--- config.mk ---
export PLATFORM = sky130hd
export DESIGN_NAME = cc_rst_seq_flat
export DESIGN_NICKNAME = d
export VERILOG_FILES = /design/src/rtl/cc_rst_seq_if.sv /design/src/rtl/cc_rst_seq.sv /design/src/flat_wrapper.sv
export SDC_FILE = /design/constraint.sdc
export NUM_CORES = 1
export LEC_CHECK = 0
export CAP_MARGIN = 20
export CORE_MARGIN = 3
export CORE_UTILIZATION = 30
export CTS_BUF_LIST = sky130_fd_sc_hd__clkbuf_8
export CTS_CLUSTER_SIZE = 8
export DETAILED_ROUTE_END_ITERATION = 10
export PLACE_DENSITY = 0.66
export SLEW_MARGIN = 30
export SYNTH_ARGS = -nofsm -noshare
export SYNTH_HDL_FRONTEND = slang
export SYNTH_SLANG_ARGS = --single-unit
--- constraint.sdc ---
create_clock -name PCLK -period 2.7 [get_ports PCLK]
set_input_delay 0.54 -clock PCLK [delete_from_list [all_inputs] [get_ports PCLK]]
set_output_delay 0.54 -clock PCLK [all_outputs]
set_load 0.1 [all_outputs]
--- src/rtl/cc_rst_seq_if.sv ---
// Signal bundle between the system-config register block, the reset sequencer
// and the core it controls.
interface cc_rst_seq_if;
  logic        cfg_rst;
  logic [31:0] cfg_boot;
  logic        halt_ack;
  logic        core_rst;
  logic [31:0] boot_addr;
  logic        halt_req;
  logic [2:0]  state;
  logic        timeout;
  logic [7:0]  rst_count;

  modport master (
    output cfg_rst, cfg_boot, halt_ack,
    input  core_rst, boot_addr, halt_req, state, timeout, rst_count
  );

  modport slave (
    input  cfg_rst, cfg_boot, halt_ack,
    output core_rst, boot_addr, halt_req, state, timeout, rst_count
  );
endinterface

--- src/rtl/cc_rst_seq.sv ---
// Per-core reset sequencer: enforces a minimum reset width, a boot-address setup
// window before release, and a bounded bus drain before reset is re-asserted.
module cc_rst_seq #(
  parameter int RST_CYCLES    = 16,
  parameter int SETUP_CYCLES  = 4,
  parameter int DRAIN_TIMEOUT = 256
) (
  input logic         PCLK,
  input logic         PRESET,
  cc_rst_seq_if.slave bus
);

  localparam int MAX_RS  = (RST_CYCLES > SETUP_CYCLES) ? RST_CYCLES : SETUP_CYCLES;
  localparam int MAX_ALL = (MAX_RS > DRAIN_TIMEOUT) ? MAX_RS : DRAIN_TIMEOUT;
  localparam int CNT_W   = $clog2(MAX_ALL) + 1;

  localparam logic [CNT_W-1:0] RST_SAT    = CNT_W'(RST_CYCLES);
  localparam logic [CNT_W-1:0] RST_LAST   = CNT_W'(RST_CYCLES - 1);
  localparam logic [CNT_W-1:0] SETUP_LAST = CNT_W'(SETUP_CYCLES - 1);
  localparam logic [CNT_W-1:0] DRAIN_LAST = CNT_W'(DRAIN_TIMEOUT - 1);
  localparam logic [CNT_W-1:0] CNT_ONE    = CNT_W'(1);

  typedef enum logic [2:0] {
    ST_HOLD  = 3'd0,
    ST_SETUP = 3'd1,
    ST_RUN   = 3'd2,
    ST_DRAIN = 3'd3
  } state_e;

  state_e           state_q,    state_d;
  logic [CNT_W-1:0] cnt_q,      cnt_d;
  logic [31:0]      boot_q,     boot_d;
  logic             core_rst_q, core_rst_d;
  logic             halt_req_q, halt_req_d;
  logic             timeout_q,  timeout_d;
  logic [7:0]       rst_cnt_q,  rst_cnt_d;

  // Next-state, counter and status decode; core_rst/halt_req follow the next state
  // so they change on the same edge as the state register.
  always_comb begin
    state_d   = state_q;
    cnt_d     = cnt_q;
    boot_d    = boot_q;
    timeout_d = timeout_q;
    rst_cnt_d = rst_cnt_q;

    case (state_q)
      ST_HOLD: begin
        if ((cnt_q >= RST_LAST) && !bus.cfg_rst) begin
          state_d = ST_SETUP;
          cnt_d   = '0;
          boot_d  = bus.cfg_boot & 32'hFFFF_FFFC;
        end else if (cnt_q < RST_SAT) begin
          cnt_d = cnt_q + CNT_ONE;
        end else begin
          cnt_d = cnt_q;
        end
      end
      ST_SETUP: begin
        if (bus.cfg_rst) begin
          state_d = ST_HOLD;
          cnt_d   = '0;
        end else if (cnt_q >= SETUP_LAST) begin
          state_d = ST_RUN;
          cnt_d   = '0;
        end else begin
          cnt_d = cnt_q + CNT_ONE;
        end
      end
      ST_RUN: begin
        if (bus.cfg_rst) begin
          state_d = ST_DRAIN;
          cnt_d   = '0;
          if (rst_cnt_q != 8'hFF) begin
            rst_cnt_d = rst_cnt_q + 8'd1;
          end else begin
            rst_cnt_d = rst_cnt_q;
          end
        end else begin
          state_d = ST_RUN;
        end
      end
      ST_DRAIN: begin
        // An ack on the final drain cycle still wins over the timeout.
        if (bus.halt_ack) begin
          state_d = ST_HOLD;
          cnt_d   = '0;
        end else if (cnt_q >= DRAIN_LAST) begin
          state_d   = ST_HOLD;
          cnt_d     = '0;
          timeout_d = 1'b1;
        end else begin
          cnt_d = cnt_q + CNT_ONE;
        end
      end
      default: begin
        state_d = ST_HOLD;
        cnt_d   = '0;
      end
    endcase

    core_rst_d = !((state_d == ST_RUN) || (state_d == ST_DRAIN));
    halt_req_d = (state_d == ST_DRAIN);
  end

  // State, counter and output registers.
  always_ff @(posedge PCLK or posedge PRESET) begin
    if (PRESET) begin
      state_q    <= ST_HOLD;
      cnt_q      <= '0;
      boot_q     <= 32'd0;
      core_rst_q <= 1'b1;
      halt_req_q <= 1'b0;
      timeout_q  <= 1'b0;
      rst_cnt_q  <= 8'd0;
    end else begin
      state_q    <= state_d;
      cnt_q      <= cnt_d;
      boot_q     <= boot_d;
      core_rst_q <= core_rst_d;
      halt_req_q <= halt_req_d;
      timeout_q  <= timeout_d;
      rst_cnt_q  <= rst_cnt_d;
    end
  end

  assign bus.core_rst  = core_rst_q;
  assign bus.boot_addr = boot_q;
  assign bus.halt_req  = halt_req_q;
  assign bus.state     = state_q;
  assign bus.timeout   = timeout_q;
  assign bus.rst_count = rst_cnt_q;

endmodule

--- src/flat_wrapper.sv ---
// flat-port wrapper written by rule: the top's interface ports become plain ports
module cc_rst_seq_flat 
#(
  parameter int RST_CYCLES    = 16,
  parameter int SETUP_CYCLES  = 4,
  parameter int DRAIN_TIMEOUT = 256
)
  (PCLK, PRESET, bus_cfg_rst, bus_cfg_boot, bus_halt_ack, bus_core_rst, bus_boot_addr, bus_halt_req, bus_state, bus_timeout, bus_rst_count);
  cc_rst_seq_if bus_i ();
  input logic PCLK;
  input logic PRESET;
  input wire logic [$bits(bus_i.cfg_rst)-1:0] bus_cfg_rst;
  input wire logic [$bits(bus_i.cfg_boot)-1:0] bus_cfg_boot;
  input wire logic [$bits(bus_i.halt_ack)-1:0] bus_halt_ack;
  output wire logic [$bits(bus_i.core_rst)-1:0] bus_core_rst;
  output wire logic [$bits(bus_i.boot_addr)-1:0] bus_boot_addr;
  output wire logic [$bits(bus_i.halt_req)-1:0] bus_halt_req;
  output wire logic [$bits(bus_i.state)-1:0] bus_state;
  output wire logic [$bits(bus_i.timeout)-1:0] bus_timeout;
  output wire logic [$bits(bus_i.rst_count)-1:0] bus_rst_count;
  assign bus_i.cfg_rst = bus_cfg_rst;
  assign bus_i.cfg_boot = bus_cfg_boot;
  assign bus_i.halt_ack = bus_halt_ack;
  assign bus_core_rst = bus_i.core_rst;
  assign bus_boot_addr = bus_i.boot_addr;
  assign bus_halt_req = bus_i.halt_req;
  assign bus_state = bus_i.state;
  assign bus_timeout = bus_i.timeout;
  assign bus_rst_count = bus_i.rst_count;
  cc_rst_seq #(.RST_CYCLES(RST_CYCLES), .SETUP_CYCLES(SETUP_CYCLES), .DRAIN_TIMEOUT(DRAIN_TIMEOUT)) u_core (.PCLK(PCLK), .PRESET(PRESET), .bus(bus_i));
endmodule
=== Yosys cells after proc, flatten, opt, wreduce, memory -nomap -nowiden ===
Cells that the tools add are included.

* Register bits after elaboration: 53
* Input port bits: 36
* Output and inout bits: 46
* Word-level logic and storage cells: 46

* $add $sub $neg: 2
* Magnitude comparators: 4
* Equality and inequality tests: 8
* Muxes and demuxes: 15
* Bitwise gates (word level): 1
* Reduce and logical (&&, ||, !) cells: 9

{| class="wikitable"
|+ Operators with widths
! kind !! number
|-
| 2-to-1 mux 9 bit || 7
|-
| case mux 9 bit (4 select lines) || 1
|-
| 2-to-1 mux 3 bit || 5
|-
| equality test 3 x 2 -> 1 bit (second input constant) || 4
|-
| case mux 3 bit (4 select lines) || 1
|-
| adder 9 x 1 -> 9 bit (second input constant) || 1
|-
| >= comparator 9 x 2 -> 1 bit (second input constant) || 1
|-
| >= comparator 9 x 4 -> 1 bit (second input constant) || 1
|-
| >= comparator 9 x 8 -> 1 bit (second input constant) || 1
|-
| < comparator 9 x 5 -> 1 bit (second input constant) || 1
|-
| adder 8 x 1 -> 8 bit (second input constant) || 1
|-
| inequality test 8 bit (second input constant) || 1
|-
| AND reduction 3 bit || 2
|-
| AND reduction 2 bit || 2
|-
| equality test 3 x 1 -> 1 bit (second input constant) || 1
|-
| zero test 3 bit || 1
|-
| inequality test 3 x 1 -> 1 bit (second input constant) || 1
|-
| zero test 1 bit || 2
|-
| inequality test 2 bit (second input constant) || 1
|-
| logical AND 1 bit || 1
|-
| logical OR 1 bit || 1
|-
| 2-to-1 mux 1 bit || 1
|-
| inverter 1 bit || 1
|}

=== Logic depth before layout (Yosys ltp) ===
Gate-level depths: netlist of run 1.

* Word-level depth: 7
* Gate-level depth with buffers: 8
* Mapped depth without buffers: 8

=== Least setup slack after synthesis of run 1 ===
Ideal clock, no wire load.

* Path kind: register -> register
* From: reg u_core.state_q[1], in the netlist u_core.bus.state[1]
* To: reg u_core.cnt_q[2]
* Library setup time: 140 ps
* Arrival time: 2123 ps
* Required time: 2560 ps
* Slack: 437 ps
* Cell stages (with the launch flop): 7
* Buffers on the path: 2
* Clock period less this slack: 2263 ps
* Cell sequence: dfrtp_1 buf_4 nand2b_1 a311oi_4 buf_6 mux2i_1 nor3_2

* Longest elaborated chain between the ends: 3
* Elaborated cells on any way between the ends: 8
* Those cells by class: 5 x eq/ne; 1 x mux; 2 x reduce/logical

{| class="wikitable"
|+ Ends and longest elaborated chain
! what !! line !! source
|-
| start: declaration || cc_rst_seq.sv:30 || <nowiki>state_e state_q, state_d;</nowiki>
|-
| start signal: assignment || cc_rst_seq.sv:117 || <nowiki>state_q <= state_d;</nowiki>
|-
| equality test 3 x 2 -> 1 bit / zero test 3 bit (equally long branches) || cc_rst_seq.sv:47 || <nowiki>case (state_q)</nowiki>
|-
| inequality test 2 bit (no line) / inequality test 3 x 1 -> 1 bit (equally long branches) || n/a ||
|-
| AND reduction 2 bit (no line) || n/a ||
|-
| end signal: assignment || cc_rst_seq.sv:118 || <nowiki>cnt_q <= cnt_d;</nowiki>
|-
| end: declaration || cc_rst_seq.sv:31 || <nowiki>logic [CNT_W-1:0] cnt_q, cnt_d;</nowiki>
|}

Parallel ways exist; a longest one is shown, timed or not.
A chain may end at the register's enable or synchronous reset.

=== Final worst setup path of run 1 ===
* From: reg u_core.cnt_q[1]
* To: reg u_core.cnt_q[4]

* Longest elaborated chain between the ends: 4
* Elaborated cells on any way between the ends: 15
* Those cells by class: 1 x add/sub; 4 x order compare; 1 x eq/ne; 7 x mux; 2 x reduce/logical

{| class="wikitable"
|+ Ends and longest elaborated chain
! what !! line !! source
|-
| adder 9 x 1 -> 9 bit, or another cell as far along || cc_rst_seq.sv:54, cc_rst_seq.sv:67, cc_rst_seq.sv:93 ||
|-
| 2-to-1 mux 9 bit, or another cell as far along || cc_rst_seq.sv:88 || <nowiki>end else if (cnt_q >= DRAIN_LAST) begin</nowiki>
|-
| 2-to-1 mux 9 bit, or another cell as far along || cc_rst_seq.sv:85 || <nowiki>if (bus.halt_ack) begin</nowiki>
|-
| case mux 9 bit (4 select lines) / AND reduction 2 bit (equally long branches) || n/a ||
|}

Parallel ways exist; a longest one is shown, timed or not. The select of a mux whose other input is x is not followed.

==> results of run 1 <==
[cell type report]
cell class	instances	area (sq um)	share of cell area
Sequential cell	53	1330	0.396
Clock buffer	5	68.8	0.0205
Inverter	3	11.3	0.00336
Multi-Input combinational cell	131	1080	0.321
Tap cell	102	128	0.0381
Clock inverter	3	21.3	0.00635
Timing Repair Buffer	83	718	0.214
[where the power goes]
| part | leakage, nW | switching, mW | internal [mW] |
|---|---|---|---|
| combinational | 0.827 | 1.15 | 0.354 |
| sequential | 0.719 | 0.0965 | 0.942 |
| clock | 0.0445 | 0.272 | 0.185 |
| total | 1.59 | 1.51 | 1.48 |
[registers in the layout, summed over array words and instances, names as in the netlist]
| signal | cells |
|---|---|
| u_core.bus.boot_addr | 30 |
| u_core.bus.core_rst | 1 |
| u_core.bus.halt_req | 1 |
| u_core.bus.rst_count | 8 |
| u_core.bus.state | 3 |
| u_core.bus.timeout | 1 |
| u_core.cnt_q | 9 |
[cells by family (layout without fill, tap and decap cells)]
kind of cell / count (synthesis) / count (layout) / synth area share
AOI/OAI and AO/OA: 15 / 15 / 0.0636
xor gates and xnor gates: 9 / 9 / 0.0320
adders and majority gates: 3 / 3 / 0.0153
buffers and inverters: 10 / 94 / 0.0275
DFF: 53 / 53 / 0.539
muxes: 36 / 36 / 0.162
other: 1 / 3 / 0.00152
and+or+nand+nor: 65 / 65 / 0.159
[path summary, 6_finish.rpt]
| check | from | endpoint | slack (ns) | cells past startpoint |
|---|---|---|---|---|
| min reg2reg | u_core.bus.rst_count[5] | u_core.bus.rst_count[5] | 0.51 | 1 |
| max in group asynchronous | PRESET | u_core.bus.core_rst | 1.50 | 3 |
| max reg2reg | u_core.cnt_q[1] | u_core.cnt_q[4] | 0.23 | 9 |
| min in group asynchronous | PRESET | u_core.bus.boot_addr[10] | 0.59 | 2 |
| min | u_core.bus.rst_count[5] | u_core.bus.rst_count[5] | 0.51 | 1 |
| max | u_core.cnt_q[1] | u_core.cnt_q[4] | 0.23 | 9 |
[layer usage]
layer	up-vias	GRT usage	wire, um	part of all wire
met2	52	0.192	2460	0.49
met5	-	0	0	0
met1	869	0.148	2270	0.45
li1	852	-	-	-
met4	0	0.0175	0	0
met3	0	0.0356	332	0.066
[cell usage in the layout (no fill, tap or decap), types with 2 or more instances in the layout]
master,count
buf_4,49
nand3b_1,2
clkbuf_8,5
inv_1,2
conb_1,3
mux2i_1,5
dfrtp_1,52
and4_1,2
nor3_1,3
nand2_1,16
and3_1,4
a21oi_1,2
mux2_1,3
ha_1,3
xor2_1,2
or2_2,2
clkdlybuf4s50_1,33
nand2b_1,2
nor3_2,4
nand3_1,6
xnor2_1,7
nor2_1,12
mux2_2,28
==> summary.txt, run 1 <==
Outcome
  – Outcome: complete, no violations

Synthesis
  – Cell variety after synth: 48
  – Most numerous cell in the Yosys netlist: dfrtp_1
  – Syn Std Cell Area: 0.00246 sq mm
  – Seq/Total Area, Yosys: 0.539
  – Number of synthesized flops with an enable pin: 0
  – Synth Warn #: 0
  – Top cell type's share of synthesized area: 0.529
  – FFs w/ async S/R, synth: 1.00
  – Cell taking the most area after synthesis: dfrtp_1
  – Commonest register cell after synthesis: dfrtp_1
  – Cell count after synthesis: 192
  – Yosys reg bits: 53
  – Top cells by area, synth: dfrtp_1 53%, mux2_2 13%, xnor2_1 2.5%, nand2_1 2.4%, mux2i_1 2.0%
  – Synth cell count leaders: 52 x dfrtp_1, 28 x mux2_2, 16 x nand2_1
  – Avg Inst Size Synth: 12.8 sq um

Run
  – Max Cap Viol: 0

Timing
  – Final worst slack: 0.228 ns
  – Final setup TNS: 0 ns
  – Worst Tran Pin Value: 0.582 ns
  – Fin crit period: 2.47 ns
  – Post-route clock period utilization: 0.916
  – Final Hold Viols: 0
  – Worst Clk Skew: 0.00950 ns
  – Fmax: 404 MHz
  – Hold slack: 0.505 ns
  – Final count of pins violating max slew: 0
  – Setup violators final: 0
  – Unrepaired setup endpoints after global routing: no
  – Max-slew headroom: 0.611

Worst setup path
  – Critical path endpoint category: flop
  – Critical Path Slowest Stage Cell: a2111oi_4
  – Top delay family on crit path: simple AND/OR/NAND/NOR gates
  – Critical path class: reg2reg
  – Worst Path Buf+Inv: 1
  – CP arrival: 2.70 ns
  – Crit path max fanout: 6
  – Critical Path Source Type: flop
  – Critical Path Most Common Cell: and3_1
  – Slowest stage delay, CP: 0.46 ns
  – Cell Chain, Critical Path: ha_1 > and3_1 > and3_1 > and3_1 > ha_1 > a2111oi_4 > nor4_4 > buf_4 > nor3_2
  – Critical Path RT: 2.93 ns

GRT
  – Initial antenna violation count: 0
  – Vias in the first global route: 1,762
  – Total global routing overflow: 0
  – Gr usage total: 0.114
  – First-pass GRT wire length: 8420 um
  – Pin count of the biggest net entering global routing: 32

Floorplanning
  – Initial core utilization: 0.314
  – Row count: 32
  – Core area: 0.00785 sq mm
  – Die Footprint: 0.00933 sq mm
  – Boundary Pins: 82
  – DIE WIDTH: 96.6 um
  – Chip Height: 96.6 um

Power and ir drop
  – Tot Pwr: 3.00 mW
  – Max IR drop VDD: 0.561 mV
  – P_leak: 1.59 nW
  – Power per cell area: 894 mW/mm^2

Routing
  – 1st-iter DRT viols: 58
  – First-pass DRT Iterations: 4
  – Routed Antenna Nets: 0
  – Vias: 1,773
  – Routed WL: 5060 um
  – Via density per instance: 4.67
  – DRC: 0
  – WL per Instance: 13.3 um

Clock tree
  – CTS Hold Bufs: 0
  – CTS root buf: clkbuf_8
  – Clock tree buffer depth: 2
  – CTS tree: done
  – Latest clock arrival within the worst-skew pair: 0.30 ns
  – CTS clk-pin slew, worst paths: 0.10 ns
  – H-tree depth: 2
  – CTS Sinks: 53
  – CTS Buf Count: 5
  – Number of gates resized after CTS: 0
  – Post-CTS Setup Bufs: 0

Final layout
  – Final core utilization: 0.427
  – Share of cells above drive strength 1: 0.378
  – P&R area growth vs syn: 36.2%
  – Finished Cell Area: 0.00335 sq mm
  – ANT cells: 0
  – Filler instances: 766
  – Layout Cells excl Fill: 380
  – NumNets Final: 316

Placed design
  – I/O Buffers: 77
  – Post-DP Area: 0.00326 sq mm
  – Placement Setup Slack: 0.248 ns
  – Post-DP HPWL: 3810 um
  – DP Cell Count: 372
  – GPL Wtd Cong: 0.783

Hold path
  – Worst Hold Class: reg2reg
Note: power is estimated with default switching activity, not from simulation.
==> inputs of run 2 (changes only) <==
- CORE_ASPECT_RATIO: not set -> 1.75
- CORE_UTILIZATION: 30 -> 47
- GPL_TIMING_DRIVEN: not set -> 0
- PLACE_DENSITY: 0.66 -> 0.92
==> run 2 against run 1 <==
Net effect: hold slack lost 0.015 ns; clock skew grew 0.0023 ns; critical path depth shrank 8; combinational power grew 3%; maximum frequency shrank 2.1%; register-to-register slack gained 0.05 ns; final area grew 1.9%; clock-buffer cell count is the same; sequential power is essentially flat; critical path type is now reg2out; highest routed layer is now met4.
==> summary.txt, run 2 (same netlist as run 1, synthesis figures left out) <==
Timing
  – Final Hold Viols: 0 (unchanged)
  – Max-slew headroom: 0.326 (-0.285)
  – Final count of pins violating max slew: 0 (unchanged)
  – Worst Tran Pin Value: 1.01 ns (+0.426 ns)
  – Worst Clk Skew: 0.0118 ns (+0.00233 ns)
  – Unrepaired setup endpoints after global routing: no
  – Setup violators final: 0 (unchanged)
  – Fmax: 396 MHz (-2.1%)
  – Hold slack: 0.490 ns (-0.0150 ns)
  – Fin crit period: 2.53 ns (+0.0538 ns)
  – Post-route clock period utilization: 0.936 (+0.0199)

Clock tree
  – CTS Sinks: 53 (unchanged)
  – CTS Buf Count: 5 (unchanged)
  – CTS tree: done
  – CTS clk-pin slew, worst paths: 0.10 ns (about the same)
  – CTS Hold Bufs: 0 (unchanged)
  – Post-CTS Setup Bufs: 0 (unchanged)
  – H-tree depth: 2 (unchanged)
  – Latest clock arrival within the worst-skew pair: 0.31 ns (about the same)
  – Number of gates resized after CTS: 0 (unchanged)
  – Clock tree buffer depth: 2 (unchanged)
  – CTS root buf: clkbuf_8

GRT
  – Initial antenna violation count: 0 (unchanged)
  – Vias in the first global route: 1,854 (+5.2%)
  – Pin count of the biggest net entering global routing: 35 (+9.4%)
  – First-pass GRT wire length: 8810 um (+4.7%)
  – Total global routing overflow: 0 (unchanged)
  – Gr usage total: 0.192 (+0.0777)

Routing
  – DRC: 0 (unchanged)
  – 1st-iter DRT viols: 37 (-36%)
  – Via density per instance: 5.40 (+16%)
  – Routed Antenna Nets: 0 (unchanged)
  – Routed WL: 5490 um (+8.5%)
  – First-pass DRT Iterations: 4 (unchanged)
  – WL per Instance: 16.4 um (+23%)
  – Vias: 1,805 (+1.8%)

Final layout
  – P&R area growth vs syn: 38.8%
  – Share of cells above drive strength 1: 0.218 (-0.160)
  – Layout Cells excl Fill: 334 (-12%)
  – Most frequent cells in the layout: 77 x clkdlybuf4s50_1, 52 x dfrtp_1, 28 x mux2_2
  – Largest register FFs: 30 (unchanged)
  – Most common cell after layout, fill and taps aside: clkdlybuf4s50_1
  – NumNets Final: 318 (+0.63%)
  – Finished Cell Area: 0.00342 sq mm (+1.9%)
  – ANT cells: 0 (unchanged)

Worst setup path
  – CP Launch Point: u_core.bus.core_rst
  – RR Startpoint: u_core.cnt_q[0]
  – Top delay family on crit path: buffers and inverters
  – Critical Path Source Type: flop
  – Critical Path RT: 2.16 ns (-0.77 ns)
  – Cell Chain, Critical Path: clkdlybuf4s50_1
  – Crit path max fanout: 1 (-5)
  – Critical path endpoint category: primary output
  – CP arrival: 1.99 ns (-0.71 ns)
  – Critical path class: reg2out
  – Worst Path Buf+Inv: 1 (unchanged)
  – Slowest stage delay, CP: 1.14 ns (+0.68 ns)
  – Critical Path Slowest Stage Cell: clkdlybuf4s50_1

Placed design
  – I/O Buffers: 77 (unchanged)
  – Post-DP Area: 0.00333 sq mm (+2.1%)
  – Post-DP HPWL: 4180 um (+9.7%)
  – DP Cell Count: 326 (-12%)
  – GPL Wtd Cong: 0.799 (+2.1%)

Hold path
  – Hold_sp: u_core.bus.timeout
  – Worst Hold Class: reg2reg

Power and ir drop
  – Clock network power share: 0.147 (-0.005)
  – P_int: 1.51 mW (+2.2%)
  – Psw: 1.52 mW (+0.63%)
  – Share of power burned in registers: 0.345 (-0.002)
  – Max IR drop VDD: 0.875 mV (+56%)
  – Power per cell area: 889 mW/mm^2 (-0.54%)
  – Switch share: 0.502 (-0.00379)
  – P_leak: 1.52 nW (-4.6%)
  – Logic pwr share: 0.507 (+0.006)

Floorplanning
  – Die Footprint: 0.00617 sq mm (-34%)
  – Row count: 34 (+6.3%)
  – Initial core utilization: 0.490 (+0.177)
  – Chip Height: 102 um (+5.3%)
  – Boundary Pins: 82 (unchanged)
  – DIE WIDTH: 60.7 um (-37%)
  – Core area: 0.00502 sq mm (-36%)

Outcome
  – Outcome: complete, no violations

Run
  – Max Cap Viol: 0 (unchanged)
==> run 2: cell types whose count changed in the layout (fill, tap and decap cells not counted), sizes merged <==
cell / before / now
clkinvlp: 1 / 2
clkinv: 1 / 0
buf: 50 / 8
clkdlybuf4s50: 33 / 77
==> run 2: final cells by class <==
type | instances | area, sq um
buffer | 7 | 56.3
clock buffer | 5 | 68.8
clock inverter | 3 | 18.8
fill | 364 | 1600
inverter | 3 | 13.8
multi-input combinational | 131 | 1070
sequential | 53 | 1330
tap | 54 | 67.6
timing repair buffer | 78 | 791
==> run 2: path summary, 6_finish.rpt <==
| path | endpoint | slack, ns | cells past startpoint |
|---|---|---|---|
| max | bus_core_rst | 0.17 | 1 |
| min | u_core.bus.timeout | 0.49 | 1 |
| max reg2reg | u_core.cnt_q[8] | 0.28 | 8 |
| min reg2reg | u_core.bus.timeout | 0.49 | 1 |
| max in group asynchronous | u_core.bus.core_rst | 1.67 | 3 |
| min in group asynchronous | u_core.bus.timeout | 0.51 | 2 |
==> run 2: power groups by stage <==
| stage | registers, mW | logic, mW | clock network [mW] |
|---|---|---|---|
| 6_report | 1.05 | 1.54 | 0.448 |
| 5_1_grt | 1.07 | 1.59 | 0.489 |
| 4_1_cts | 1.05 | 1.55 | 0.462 |
| 3_5_place_dp | 1.06 | 1.55 | 0 |
| 3_3_place_gp | 1.05 | 1.53 | 0 |
| 2_1_floorplan | 1.98 | 0.234 | 0 |
==> run 2: metal layers <==
metal	wire (um)	track usage
met1	1970	0.219
met2	3120	0.331
met3	235	0.0383
met4	163	0.0935
met5	0	0
==> run 2: metrics by stage <==
stage / worst slack (ns) / power, mW / setup TNS, ns / utilization
global route: 0.131 / 3.15 / 0 / 0.681
floorplan: 0.437 / 2.22 / 0 / -
global placement: -0.125 / 2.58 / -6.45 / 0.659
CTS: 0.156 / 3.06 / 0 / 0.681
detailed placement: 0.289 / 2.61 / 0 / 0.663
finish: 0.174 / 3.04 / 0 / 0.681
